`config.mk`:
```
export PLATFORM = sky130hd
export DESIGN_NAME = mono_exec_ctrl_flat
export DESIGN_NICKNAME = d
export VERILOG_FILES = /design/src/rtl/mono_ctrl_pkg.sv /design/src/rtl/mono_exec_ctrl_if.sv /design/src/rtl/mono_exec_ctrl.sv /design/src/flat_wrapper.sv
export SDC_FILE = /design/constraint.sdc
export NUM_CORES = 1
export LEC_CHECK = 0
export ABC_AREA = 0
export BUFFER_PORTS_ARGS = -buffer_cell sky130_fd_sc_hd__clkbuf_2
export CORE_MARGIN = 4
export CORE_UTILIZATION = 35
export CTS_CLUSTER_DIAMETER = 50
export DETAILED_ROUTE_END_ITERATION = 12
export PLACE_DENSITY = 0.74
export RECOVER_POWER = 25
export SYNTH_ARGS = -nofsm -noshare
export SYNTH_HDL_FRONTEND = slang
export SYNTH_SLANG_ARGS = --single-unit
export TNS_END_PERCENT = 1
```
`constraint.sdc`:
```
create_clock -name clk -period 2.4 [get_ports clk]
set_clock_uncertainty 0.1 [all_clocks]
set_input_delay 0.48 -clock clk [delete_from_list [all_inputs] [get_ports clk]]
set_output_delay 0.48 -clock clk [all_outputs]
set_load 0.005 [all_outputs]
```
`src/rtl/mono_ctrl_pkg.sv`:
```
// Shared encodings for the monocycle run/step/halt sequencer.
package mono_ctrl_pkg;

  typedef enum logic [1:0] {
    OP_NOP  = 2'b00,
    OP_RUN  = 2'b01,
    OP_STEP = 2'b10,
    OP_HALT = 2'b11
  } cmd_op_e;

  typedef enum logic [1:0] {
    ST_HALT  = 2'b00,
    ST_RUN   = 2'b01,
    ST_STEP  = 2'b10,
    ST_BREAK = 2'b11
  } state_e;

endpackage

```
`src/rtl/mono_exec_ctrl_if.sv`:
```
// Debug command port (valid/ready) into the monocycle execution controller.
interface mono_exec_ctrl_if #(
  parameter int STEP_W = 16
) ();
  logic              cmd_valid;
  logic              cmd_ready;
  logic [1:0]        cmd_op;
  logic [STEP_W-1:0] cmd_arg;

  modport master (output cmd_valid, output cmd_op, output cmd_arg, input cmd_ready);
  modport slave  (input cmd_valid, input cmd_op, input cmd_arg, output cmd_ready);
endinterface

```
`src/rtl/mono_exec_ctrl.sv`:
```
// Run/step/halt sequencer driving the single-cycle core's clock enable.
// Optional PC breakpoint logic is built only when MONO_BRKPT_EN is defined.
module mono_exec_ctrl
  import mono_ctrl_pkg::*;
#(
  parameter int CNT_W  = 32,
  parameter int STEP_W = 16
) (
  input  logic                 clk,
  input  logic                 rst_n,
  mono_exec_ctrl_if.slave      cmd,
  input  logic [31:0]          pc_in,
  input  logic                 brk_valid,
  input  logic [31:0]          brk_addr,
  output logic                 core_en,
  output logic                 halted,
  output logic                 brk_hit,
  output logic [CNT_W-1:0]     instr_cnt
);

  state_e            state_q, state_d;
  logic [STEP_W-1:0] step_cnt_q, step_cnt_d;
  logic [CNT_W-1:0]  instr_cnt_q, instr_cnt_d;
  logic [STEP_W-1:0] step_load;
  logic              accept;
  logic              leave_idle;
  logic              bp_match;

`ifdef MONO_BRKPT_EN
  logic skip_bp_q, skip_bp_d;
  logic brk_hit_q, brk_hit_d;

  assign bp_match = brk_valid && (pc_in == brk_addr) && !skip_bp_q;
  assign brk_hit  = brk_hit_q;

  // Resuming from a stop lets the instruction at brk_addr retire once.
  always_comb begin
    skip_bp_d = skip_bp_q;
    if (core_en)         skip_bp_d = 1'b0;
    else if (leave_idle) skip_bp_d = 1'b1;
    brk_hit_d = (state_d == ST_BREAK) && (state_q != ST_BREAK);
  end

  always_ff @(posedge clk or negedge rst_n) begin
    if (!rst_n) begin
      skip_bp_q <= 1'b0;
      brk_hit_q <= 1'b0;
    end else begin
      skip_bp_q <= skip_bp_d;
      brk_hit_q <= brk_hit_d;
    end
  end
`else
  logic brk_unused;
  assign brk_unused = ^{brk_valid, brk_addr, pc_in, leave_idle};
  assign bp_match   = 1'b0;
  assign brk_hit    = 1'b0;
`endif

  assign step_load = (cmd.cmd_arg == '0) ? STEP_W'(1) : cmd.cmd_arg;

  always_comb begin
    state_d     = state_q;
    step_cnt_d  = step_cnt_q;
    leave_idle  = 1'b0;
    cmd.cmd_ready = (state_q != ST_STEP);
    accept      = cmd.cmd_valid && cmd.cmd_ready;
    core_en     = ((state_q == ST_RUN) || (state_q == ST_STEP)) && !bp_match;
    instr_cnt_d = instr_cnt_q + {{(CNT_W-1){1'b0}}, core_en};

    case (state_q)
      ST_HALT, ST_BREAK: begin
        if (accept && (cmd.cmd_op == OP_RUN)) begin
          state_d    = ST_RUN;
          leave_idle = 1'b1;
        end else if (accept && (cmd.cmd_op == OP_STEP)) begin
          state_d    = ST_STEP;
          step_cnt_d = step_load;
          leave_idle = 1'b1;
        end
      end
      ST_RUN: begin
        // A breakpoint outranks a HALT command landing in the same cycle.
        if (bp_match)                                state_d = ST_BREAK;
        else if (accept && (cmd.cmd_op == OP_HALT))  state_d = ST_HALT;
      end
      ST_STEP: begin
        if (bp_match) begin
          state_d    = ST_BREAK;
          step_cnt_d = '0;
        end else if (core_en) begin
          step_cnt_d = step_cnt_q - STEP_W'(1);
          if (step_cnt_q == STEP_W'(1)) state_d = ST_HALT;
        end
      end
      default: state_d = ST_HALT;
    endcase
  end

  always_ff @(posedge clk or negedge rst_n) begin
    if (!rst_n) begin
      state_q     <= ST_HALT;
      step_cnt_q  <= '0;
      instr_cnt_q <= '0;
    end else begin
      state_q     <= state_d;
      step_cnt_q  <= step_cnt_d;
      instr_cnt_q <= instr_cnt_d;
    end
  end

  assign halted    = (state_q == ST_HALT) || (state_q == ST_BREAK);
  assign instr_cnt = instr_cnt_q;

endmodule
```
`src/flat_wrapper.sv`:
```
// flat-port wrapper written by rule: the top's interface ports become plain ports
module mono_exec_ctrl_flat import mono_ctrl_pkg::*;
#(
  parameter int CNT_W  = 32,
  parameter int STEP_W = 16
)
  (clk, rst_n, pc_in, brk_valid, brk_addr, core_en, halted, brk_hit, instr_cnt, cmd_cmd_valid, cmd_cmd_op, cmd_cmd_arg, cmd_cmd_ready);
  mono_exec_ctrl_if #(.STEP_W(STEP_W)) cmd_i ();
  input  logic clk;
  input  logic rst_n;
  input  logic [31:0] pc_in;
  input  logic brk_valid;
  input  logic [31:0] brk_addr;
  output logic core_en;
  output logic halted;
  output logic brk_hit;
  output logic [CNT_W-1:0] instr_cnt;
  input wire logic [$bits(cmd_i.cmd_valid)-1:0] cmd_cmd_valid;
  input wire logic [$bits(cmd_i.cmd_op)-1:0] cmd_cmd_op;
  input wire logic [$bits(cmd_i.cmd_arg)-1:0] cmd_cmd_arg;
  output wire logic [$bits(cmd_i.cmd_ready)-1:0] cmd_cmd_ready;
  assign cmd_i.cmd_valid = cmd_cmd_valid;
  assign cmd_i.cmd_op = cmd_cmd_op;
  assign cmd_i.cmd_arg = cmd_cmd_arg;
  assign cmd_cmd_ready = cmd_i.cmd_ready;
  mono_exec_ctrl #(.CNT_W(CNT_W), .STEP_W(STEP_W)) u_core (.clk(clk), .rst_n(rst_n), .cmd(cmd_i), .pc_in(pc_in), .brk_valid(brk_valid), .brk_addr(brk_addr), .core_en(core_en), .halted(halted), .brk_hit(brk_hit), .instr_cnt(instr_cnt));
endmodule
```
==> key figures <==
Setup path
  • FF-to-FF setup slack: 190 ps
  • CP Launch Type: flop
  • Reg2reg start: u_core.state_q[0]
  • Crit Path Category: flop to flop
  • Crit path DAT: 2290 ps
  • Critical Path Sink Type: flop
  • Worst Setup SP: u_core.state_q[0]
  • Worst r2r dst: u_core.instr_cnt[16]
  • Worst R2R Path Depth: 10
  • Req. time, crit path: 2480 ps
  • Crit Path Max Fanout: 10

Global route
  • Initial antenna violation count: 0
  • Remaining Overflow, GRT: 0
  • Largest net degree at the start of global routing: 39
  • Number of global-route vias before repair: 2310
  • Aggregate global-route resource usage: 0.144
  • First-pass GRT wire length: 11.4 mm

Status
  • Status: finished, final reports clean

Routing
  • Avg Vias per Cell: 5.46
  • Vias post-DR: 2407
  • DRT antenna net count: 0
  • Wire length on met1: 2.88 mm
  • DRC errors left: 0
  • Avg WL per Cell: 15.0 µm
  • Met3 wire len: 433 µm
  • Top layer in use: met4
  • Drt first pass iters: 4
  • Drt total wl: 6.63 mm
  • Met2 wire length: 3.20 mm
  • DR iter-0 viols: 82

STA
  • Max transition margin: 0.545
  • Achievable clock frequency: 452 MHz
  • Unrepaired setup endpoints after global routing: no
  • Final Hold Fails: 0
  • Worst hold margin: 309 ps
  • Final cycle utilization of the critical path: 0.921
  • Final setup fails: 0
  • Tightest Pin Transition: 682 ps
  • Setup Total Neg Slack: 0 ps
  • Final WS setup: 189 ps
  • Tmin final: 2210 ps
  • Final max-slew violation count: 0

Synthesis
  • EDFF count, synth: 0
  • Top_reg_cell synth: dfrtp_1
  • Netlist cell types: 51
  • Synth area leaders: dfrtp_1 (45%), xnor2_1 (7.9%), nand3_1 (3.2%)
  • Syn_area_per_cell: 10.2 µm²
  • Synth area leader: dfrtp_1
  • Synthesis Warnings: 0
  • Post-synth top area share: 0.450
  • Async SR Flop Fraction: 1.00
  • Synthesized flop and latch total: 50
  • Cells after Synth: 273
  • Sequential area share after synthesis: 0.450
  • Syn_nets: 365
  • Syn Std Cell Area: 2780 µm²

Min path
  • Hold Crit Start: cmd_cmd_arg[8]
  • Hold endpoint: u_core.step_cnt_q[8]
  • Hold Path Stages: 2
  • Worst hold path type: primary input to flop

Clocking
  • Clock Latency Late Sink: 300 ps
  • TritonCTS clock tree: built
  • Worst-path clk slew: 90 ps
  • Max clock buf depth: 2
  • Cts bufs inserted: 5
  • H-tree lvl count: 2
  • Clock Sink Count: 50
  • Root Driver: clkbuf_8

Power
  • Peak supply drop: 0.728 mV
  • PD cells: 916 nW/µm²
  • P_leak: 1.49 nW

Layout
  • Nets: 430
  • Filler cells: 758
  • Commonest non-fill, non-tap cells in the layout: clkbuf_2 (54), dfrtp_1 (50), xnor2_1 (25)
  • Share of layout cells above drive strength 1: 0.263
  • Number of diodes: 0
  • Area Growth Syn to Fin: 20.1%
  • Most common cell after layout, fill and taps aside: clkbuf_2
  • Final core utilization: 0.432

Floorplanning
  • Starting density of the core: 0.359
  • Row cnt: 32
  • Die Width: 97.1 µm
  • Chip height: 97.1 µm
  • I/O pin total: 122
  • Core area: 7730 µm²
  • Die ar.: 9430 µm²

Placement
  • Final GP Congestion: 0.804
  • Dpl hpwl: 4.90 mm
  • Dpl ws: 183 ps
  • Buffers on Ports: 55

Run
  • Max capacitance violation total: 0
[registers in the layout, summed over array words and instances (netlist names)]
| name | count |
|---|---|
| u_core.step_cnt_q | 16 |
| u_core.instr_cnt | 32 |
| u_core.state_q | 2 |
[routing by layer]
metal | up-vias | global-route usage
li1 | 1135 | -
met1 | 1187 | 0.188
met2 | 75 | 0.233
met3 | 10 | 0.0366
met4 | 0 | 0.0443
met5 | - | 0
[critical path: stages (launching register included)]
cell and delay [ps]:
dfrtp_1 400, inv_1 70, ha_1 310, inv_1 80, ha_1 210, ha_1 190, nand2_1 90, nor4_4 130
buf_4 210, nand4_1 130, xnor2_1 160
[repair_timing]
| action | CTS | global route |
|---|---|---|
| hold buffers | 1 | 0 |
| resized for setup | 0 | 1 |
| setup endpoints to repair | 0 | 5 |
| buffers inserted | 0 | 1 |
| endpoints found under the hold margin | 12 | 0 |
[cell type report]
type | instances | area (µm²) | share of cell area
repair buffers | 65 | 355 | 0.107
clock inverters | 2 | 37.5 | 0.0113
flip-flops and latches | 50 | 1250 | 0.375
multi-input cells | 206 | 1450 | 0.436
inverters | 10 | 37.5 | 0.0113
well taps | 102 | 128 | 0.0383
clock buffers | 6 | 72.6 | 0.0218
[metrics by stage]
step	area, µm²	power [mW]	cells
after floorplan	2780	2.09	273
after global placement	3220	2.41	431
after detailed placement	3220	2.48	431
after CTS	3340	3.09	440
after global routing	3340	3.30	441
final	3340	3.06	441
[cell usage after synthesis, types with 2 or more instances]
cell type  count
nand4_1       13
a211oi_1       2
nand2b_1       5
nand4b_1       3
nor4_4         4
ha_1           6
nor3b_1        3
buf_4          2
nor2_1        17
o21ai_0        8
nor4_2         3
clkbuf_1       4
dfrtp_1       50
o22ai_1       11
xnor2_1       25
inv_1          9
nand3_1       18
or2_2          3
xor2_1         5
nand2_1       16
nor3_1        11
nor4_1         4
o32ai_1        3
a21o_1         3
and3_1         6
and4_1         3
a21oi_1       11
and2_1         2
[how the worst max path moves through the flow]
stage                                end  slack [ps]  cells past startpoint
floorplan           u_core.instr_cnt[22]          90                      9
global placement    u_core.instr_cnt[31]         200                      9
detailed placement  u_core.instr_cnt[16]         180                     10
CTS                 u_core.instr_cnt[16]         140                     10
global route        u_core.instr_cnt[29]          10                      9
finish              u_core.instr_cnt[16]         190                     10
[cell families (layout without fill, tap and decap cells)]
family                     Yosys count  count (layout)  synth area share
buffers and inverters               17              83            0.0261
DFF                                 50              50             0.450
other                                1               1           0.00135
xor gates and xnor gates            30              30            0.0946
adders and majority gates            6               6            0.0270
AOI/OAI and AO/OA                   47              47             0.111
and+or+nand+nor                    122             122             0.289
[power breakdown]
part / switching [mW] / internal (mW) / total [mW]
Sequential: 0.315 / 1.04 / 1.36
Clock: 0.286 / 0.311 / 0.598
Combinational: 0.592 / 0.508 / 1.10
Total: 1.19 / 1.86 / 3.06
Note: power is estimated with default switching activity, not from simulation.
